==> src/rtl/bcd_modn_counter_04.sv <==
// bcd_modn_counter_04: multi-digit BCD modulo-N up/down counter with parallel load,
// registered wrap pulse and sticky illegal-load flag.
module bcd_modn_counter_04 #(
    parameter int DIGITS = 2,
    parameter int MODULO = 100
) (
    input  logic                  clk_04,
    input  logic                  rst_04,
    input  logic                  en_04,
    input  logic                  up_04,
    input  logic                  load_04,
    input  logic [4*DIGITS-1:0]   din_04,
    output logic [4*DIGITS-1:0]   dout_04,
    output logic                  cout_04,
    output logic                  err_04
);
    localparam int W = 4*DIGITS;

    function automatic logic [W-1:0] to_bcd(input int v);
        logic [W-1:0] r;
        int t;
        r = '0;
        t = v;
        for (int k = 0; k < DIGITS; k++) begin
            r[4*k +: 4] = 4'(t % 10);
            t = t / 10;
        end
        return r;
    endfunction

    localparam logic [W-1:0] TERM = to_bcd(MODULO - 1);

    logic [W-1:0] r_cnt;
    logic         r_cout;
    logic         r_err;
    logic [W-1:0] w_inc;
    logic [W-1:0] w_dec;
    logic         w_legal;
    logic         w_carry;
    logic         w_borrow;

    // Ripple carry/borrow across digits; wrap at the terminal is handled separately,
    // so the increment never has to produce a value past MODULO-1.
    always_comb begin
        w_inc    = r_cnt;
        w_dec    = r_cnt;
        w_legal  = 1'b1;
        w_carry  = 1'b1;
        w_borrow = 1'b1;
        for (int k = 0; k < DIGITS; k++) begin
            if (w_carry) begin
                w_inc[4*k +: 4] = (r_cnt[4*k +: 4] == 4'd9) ? 4'd0 : r_cnt[4*k +: 4] + 4'd1;
                w_carry         = (r_cnt[4*k +: 4] == 4'd9);
            end
            if (w_borrow) begin
                w_dec[4*k +: 4] = (r_cnt[4*k +: 4] == 4'd0) ? 4'd9 : r_cnt[4*k +: 4] - 4'd1;
                w_borrow        = (r_cnt[4*k +: 4] == 4'd0);
            end
            if (din_04[4*k +: 4] > 4'd9) w_legal = 1'b0;
        end
        if (din_04 > TERM) w_legal = 1'b0;
    end

    always_ff @(posedge clk_04) begin
        if (rst_04) begin
            r_cnt  <= '0;
            r_cout <= 1'b0;
            r_err  <= 1'b0;
        end else if (load_04) begin
            r_cnt  <= w_legal ? din_04 : '0;
            r_err  <= ~w_legal;
            r_cout <= 1'b0;
        end else if (en_04) begin
            if (up_04) begin
                r_cnt  <= (r_cnt == TERM) ? '0 : w_inc;
                r_cout <= (r_cnt == TERM);
            end else begin
                r_cnt  <= (r_cnt == '0) ? TERM : w_dec;
                r_cout <= (r_cnt == '0);
            end
        end else begin
            r_cout <= 1'b0;
        end
    end

    assign dout_04 = r_cnt;
    assign cout_04 = r_cout;
    assign err_04  = r_err;
endmodule

==> config.mk <==
export PLATFORM = sky130hd
export DESIGN_NAME = bcd_modn_counter_04
export DESIGN_NICKNAME = d
export VERILOG_FILES = /design/src/rtl/bcd_modn_counter_04.sv
export SDC_FILE = /design/constraint.sdc
export NUM_CORES = 1
export LEC_CHECK = 0
export CAP_MARGIN = 20
export CORE_MARGIN = 5
export CORE_UTILIZATION = 43
export DETAILED_ROUTE_END_ITERATION = 8
export GPL_TIMING_DRIVEN = 0
export PLACE_DENSITY = 0.72
export SYNTH_ARGS = -nofsm -noshare
export SYNTH_HDL_FRONTEND = slang
export SYNTH_SLANG_ARGS = --single-unit
export TNS_END_PERCENT = 1
==> constraint.sdc <==
create_clock -name clk_04 -period 1.6 [get_ports clk_04]
set_input_delay 0.24 -clock clk_04 [delete_from_list [all_inputs] [get_ports clk_04]]
set_output_delay 0.24 -clock clk_04 [all_outputs]
set_load 0.05 [all_outputs]
==> metrics.txt, run 1 <==
placed inst area 1154 um2; Place WS -367.0 ps; CTS buffer count 3; post-synthesis compound-gate area fraction 0.2752; Die Ht 55.87 um; RSZ-0062 raised after global routing true; CTS root buf clkbuf_4; Hold Crit Class in -> reg; max-cap violation count 0; Sw Share 0.3685; post-synthesis net count 123; Syn Inst Count 110; cell internal pwr 523.6 uW; Post-Synth XOR/XNOR Area 0.03873; Power Density 683.8 nW/um2; unique cell type count in the Yosys netlist 43; row count 16; endpoint type of the worst setup path register; maximum buffer depth of the clock tree 2; Mean Syn Cell Area 8.224 um2; Worst-Skew Late Latency 260 ps; endpoints failing hold 0; Tmin final 1625 ps; Synth-to-Final Area Change 34.02%; Syn. warnings 0; DR iter-0 viols 37; Final GP Congestion 0.7959; fraction of the mapped netlist area in adder cells 0; number of port buffers 21; clk sinks 10; final worst path period share 1.015; Final Setup Violations 3; Slew Limit Fails 0; simple-gate share of the synthesized area 0.2946; Total GRT Usage 0.1541; Post-synth EDFFs 0; first-pass GRT wire length 4002 um; DRT Wirelength 2356 um; Rel. slew slack 0.6663; n_diodes 0; WL/cell 14.37 um; H-tree depth 1; Antenna Nets Post-Route 0; DRT Pass-1 Iters 4; largest family of logic cells by synthesized area simple AND/OR/NAND/NOR gates; post-synth top area cell dfxtp_1; Psw 305.5 uW; Die W 55.87 um; critical path startpoint category register; grt ovf 0; Final Core Density 0.6117; initial antenna violation count 0; # DRC 0; worst setup path class reg -> reg; routed via count 953; worst-margin pin slew 499.8 ps; Final Cell Area 1212 um2; Vias/cell 5.811; Final Skew 4.155 ps; FMAX 615.5 MHz; CTS tree built; top_reg_cell synth dfxtp_1; CP Max Fanout 5; most frequent cells after synthesis nor3_1 (12), dfxtp_1 (10), nand2_1 (8), o21ai_0 (8), nor2_1 (7); status complete, but fails checks; sequential power share 0.345; core area 1982 um2; violated checks setup timing; Synth top area share 0.2213; Required @ worst endpoint 1730 ps; share of cells above drive strength 1 0.2336; sequential-to-total area share from yosys stat 0.2213; Nets 152; leak pwr 0.0004954 uW; post-synthesis cell area 904.6 um2; largest vdd supply drop 0.4438 mV; Comb power frac 0.447; mux contribution to synthesized area 0; Reg clk slew, reported paths 70 ps; num ports 23; final setup margin -24.60 ps; largest net degree at the start of global routing 11; die footprint 3121 um2; vias in the first global route 892; count leader, synth nor3_1; clock share of power 0.207; Async S/R FF share, synth 0; Arr. time, crit path 1760 ps; flops & latches, synth 10; Initial Utilization 0.4564; DP HPWL 1728 um; top cells by area, synth dfxtp_1 (22%), clkbuf_8 (7.6%), nor3_1 (6.6%), o21ai_0 (4.4%), bufbuf_16 (3.6%)
## power groups by stage
stage	clock, uW	combinational [uW]	sequential (uW)
2_1_floorplan	0	195	359
3_3_place_gp	0	361	295
3_5_place_dp	0	366	296
4_1_cts	175	358	290
5_1_grt	190	402	289
6_report	172	371	286
## routing by layer
layer	GRT usage	part of all wire
met5	0	0
met4	0.04068	0.0030
met3	0.03248	0.060
met2	0.2720	0.52
met1	0.1884	0.42
## worst max-delay path, stage by stage (launching register included)
cell and delay (ps):
dfxtp_4 350, or3_4 410, a2111oi_4 430, or2_4 220
a311oi_1 80
## flip-flops by register name, summed over array words and instances, names as in the netlist
register	flops
dout_04	8
cout_04	1
err_04	1
## final timing paths
check | depth (start not counted) | slack (ps) | end | start
worst max-delay path | 4 | -20 | dout_04[6] | dout_04[3]
worst min-delay path | 2 | 210 | dout_04[1] | rst_04
worst min register to register | 2 | 500 | err_04 | err_04
worst max register to register | 4 | -20 | dout_04[6] | dout_04[3]
## stage by stage
| step | TNS (ps) | hold slack (ps) | power, uW | cells |
|---|---|---|---|---|
| finish | -50.44 | 207.3 | 829.1 | 164 |
| global placement | -2309 | 478.6 | 656.0 | 158 |
| global route | -282.2 | 213.2 | 880.7 | 164 |
| CTS | -281.3 | 207.8 | 823.2 | 161 |
| detailed placement | -2440 | 482.8 | 662.7 | 158 |
| floorplan | -104.6 | 383.8 | 554.4 | 110 |
## cell families (layout without fill, tap and decap cells)
| group | count (synthesis) | count (layout) |
|---|---|---|
| and+or+nand+nor | 48 | 48 |
| xor gates and xnor gates | 4 | 4 |
| AOI/OAI and AO/OA | 33 | 33 |
| DFF | 10 | 10 |
| buffers and inverters | 15 | 42 |
## placed cells by master (no fill, tap or decap), types with 4 or more instances in the layout
| cell type | n |
|---|---|
| buf_4 | 4 |
| nor3_1 | 12 |
| dlygate4sd2_1 | 9 |
| o21ai_0 | 7 |
| nor2_1 | 7 |
| clkbuf_8 | 4 |
| dfxtp_1 | 6 |
| nand2_1 | 8 |
| clkdlybuf4s50_1 | 10 |
| a21oi_1 | 6 |
## timing repair
item,in CTS,in global routing
setup buffers,0,3
pin swaps,2,4
gates cloned,0,0
gates resized for setup,11,11
setup endpoints to repair,14,8
hold buffers,0,0
## cell type report
cell class	count	area, um2
multi-input combinational	85	558.0
timing repair buffer	24	226.5
clock buffer	3	22.52
tap	27	33.78
fill	182	769.5
inverter	3	11.26
buffer	12	150.1
sequential	10	210.2
Note: power is estimated with default switching activity, not from simulation.
==> run 2: changes to the inputs <==
- CTS_BUF_LIST: not set -> sky130_fd_sc_hd__clkbuf_4
==> results of run 2 <==
Same layout as run 1: the final DEF is identical, and so are final timing and power.
==> run 3: changes to the inputs <==
- CORE_UTILIZATION: 43 -> 50
- GPL_ROUTABILITY_DRIVEN: not set -> 0
- PLACE_DENSITY: 0.72 -> 0.81
==> run 3 against run 2 <==
  * The run still ends with setup timing left
  * Register-to-register slack is essentially flat
  * Critical path depth grew 1
  * Clock power grew 5%
  * Fmax shrank 0.25%
  * Setup slack lost 4.0 ps
  * Critical path type unchanged
  * Sequential power grew 1%
  * Final cell count shrank 2.4%
  * Largest power group unchanged
  * Count of clock-buffer cells in the layout is the same
==> metrics.txt, run 3 (same netlist as run 1, synthesis figures left out) <==
status complete, but fails checks; violated checks setup timing; reg-to-reg slack, setup -30 ps (about the same); Nets 150 (-1.3%); largest net degree at the start of global routing 11 (unchanged); Final Skew 4.101 ps (-0.05381 ps); final setup margin -28.62 ps (-4.026 ps); Initial Utilization 0.5239 (+0.06747); Worst-Skew Late Latency 270 ps (about the same); first-pass GRT wire length 3946 um (-1.4%); Antenna Nets Post-Route 0 (unchanged); Power Density 703.5 nW/um2 (+2.9%); # DRC 0 (unchanged); number of port buffers 21 (unchanged); Final Core Density 0.6899 (+0.07811); share of cells above drive strength 1 0.2296 (-0.003947); global route hottest layer met2; n_diodes 0 (unchanged); Rel. slew slack 0.6595 (-0.006811); met2 usage 0.3202 (+0.04829); Final Setup Violations 3 (unchanged); Reg clk slew, reported paths 70 ps (about the same); endpoint type of the worst setup path register; DRT Wirelength 2442 um (+3.7%); grt ovf 0 (unchanged); leak pwr 0.0004633 uW (-6.5%); critical path startpoint category register; Largest register FFs 8 (unchanged); H-tree depth 1 (unchanged); commonest non-fill, non-tap cell in the layout nor3_1; num ports 23 (unchanged); Arr. time, crit path 1810 ps (+50 ps); row count 15 (-1); WL/cell 15.26 um (+6.2%); worst setup path class reg -> reg; CTS root buf clkbuf_4; initial antenna violation count 0 (unchanged); vias in the first global route 882 (-1.1%); Required @ worst endpoint 1780 ps (+50 ps); max-cap violation count 0 (unchanged); endpoints failing hold 0 (unchanged); hold path start rst_04; Slew Limit Fails 0 (unchanged); placed inst area 1151 um2 (-0.22%); Synth-to-Final Area Change 31.67%; RSZ-0062 raised after global routing true; final worst path period share 1.018 (+0.002516); commonest non-fill, non-tap cells in the layout nor3_1 (12), dlygate4sd2_1 (11), clkdlybuf4s50_1 (10); maximum buffer depth of the clock tree 2 (unchanged); CTS buffer count 3 (unchanged); largest vdd supply drop 0.4064 mV (-8.4%); Die Ht 52.54 um (-6.0%); Total GRT Usage 0.1903 (+0.03623); met1 Use GR 0.2376 (+0.04924); DP HPWL 1729 um (about the same); Vias/cell 6.063 (+4.3%); Tmin final 1629 ps (+4.026 ps); routed via count 970 (+1.8%); DRT Pass-1 Iters 4 (unchanged); CP Max Fanout 9 (+4); hold_ws 198.0 ps (-9.300 ps); die footprint 2760 um2 (-12%); Die W 52.54 um (-6.0%); clk sinks 10 (unchanged); worst reg2reg path startpoint dout_04[3]; DR iter-0 viols 42 (+14%); beginning of the critical path dout_04[3]; CTS tree built; Hold Crit Class in -> reg; core area 1727 um2 (-13%); worst-margin pin slew 512.8 ps (+13.07 ps); FMAX 614.0 MHz (-0.25%); Global Route met3 Usage 0.03989 (+0.007403); Final Cell Area 1191 um2 (-1.8%); Hold Buf Count CTS 0 (unchanged)
## run 3: area by class of cell
type                    count  area (um2)
flip-flops and latches     10       207.7
fillers                   145       535.5
plain buffers              12       148.9
multi-input cells          85       565.5
repair buffers             22       203.9
clock buffers               3       22.52
inverters                   3       11.26
well taps                  25       31.28
## run 3: critical path: stages, from the launching register on
cell and delay [ps]:
dfxtp_4 370, or3_4 390, a2111oi_4 330, buf_4 200
nor3_1 40, a311oi_1 200
## run 3: report_power, final
| part | total, uW | switching (uW) | internal (uW) |
|---|---|---|---|
| sequential | 290 | 21.0 | 269 |
| combinational | 368 | 203 | 165 |
| clock | 180 | 92.5 | 87.2 |
## run 3: metrics by stage
| stage | worst slack, ps | power (uW) | TNS, ps | cells |
|---|---|---|---|---|
| 6_report | -28.62 | 838.0 | -76.25 | 160 |
| 3_3_place_gp | -385.9 | 653.8 | -2280 | 156 |
| 2_1_floorplan | -70.67 | 554.4 | -104.6 | 110 |
| 3_5_place_dp | -435.1 | 661.3 | -2555 | 156 |
| 4_1_cts | -87.69 | 826.7 | -330.3 | 159 |
| 5_1_grt | -110.3 | 882.0 | -323.8 | 160 |
## run 3: path summary, 6_finish.rpt
path / to / cells after the start
worst min-delay path: dout_04[2] / 2
worst min register to register: err_04 / 2
worst max-delay path: dout_04[7] / 5
worst max register to register: dout_04[7] / 5
## run 3: what timing repair did
item                                    in CTS  in global routing
pin swaps                                    3                  5
gates cloned                                 0                  0
buffers inserted                             0                  1
resized for setup                           13                  9
endpoints found under the setup margin      15                  7
endpoints found under the hold margin        0                  0
## run 3: layer usage
metal,share of wire,vias to the layer above
li1,-,465
met3,0.086,14
met2,0.46,60
met4,0.038,0
met5,0,-
met1,0.42,431
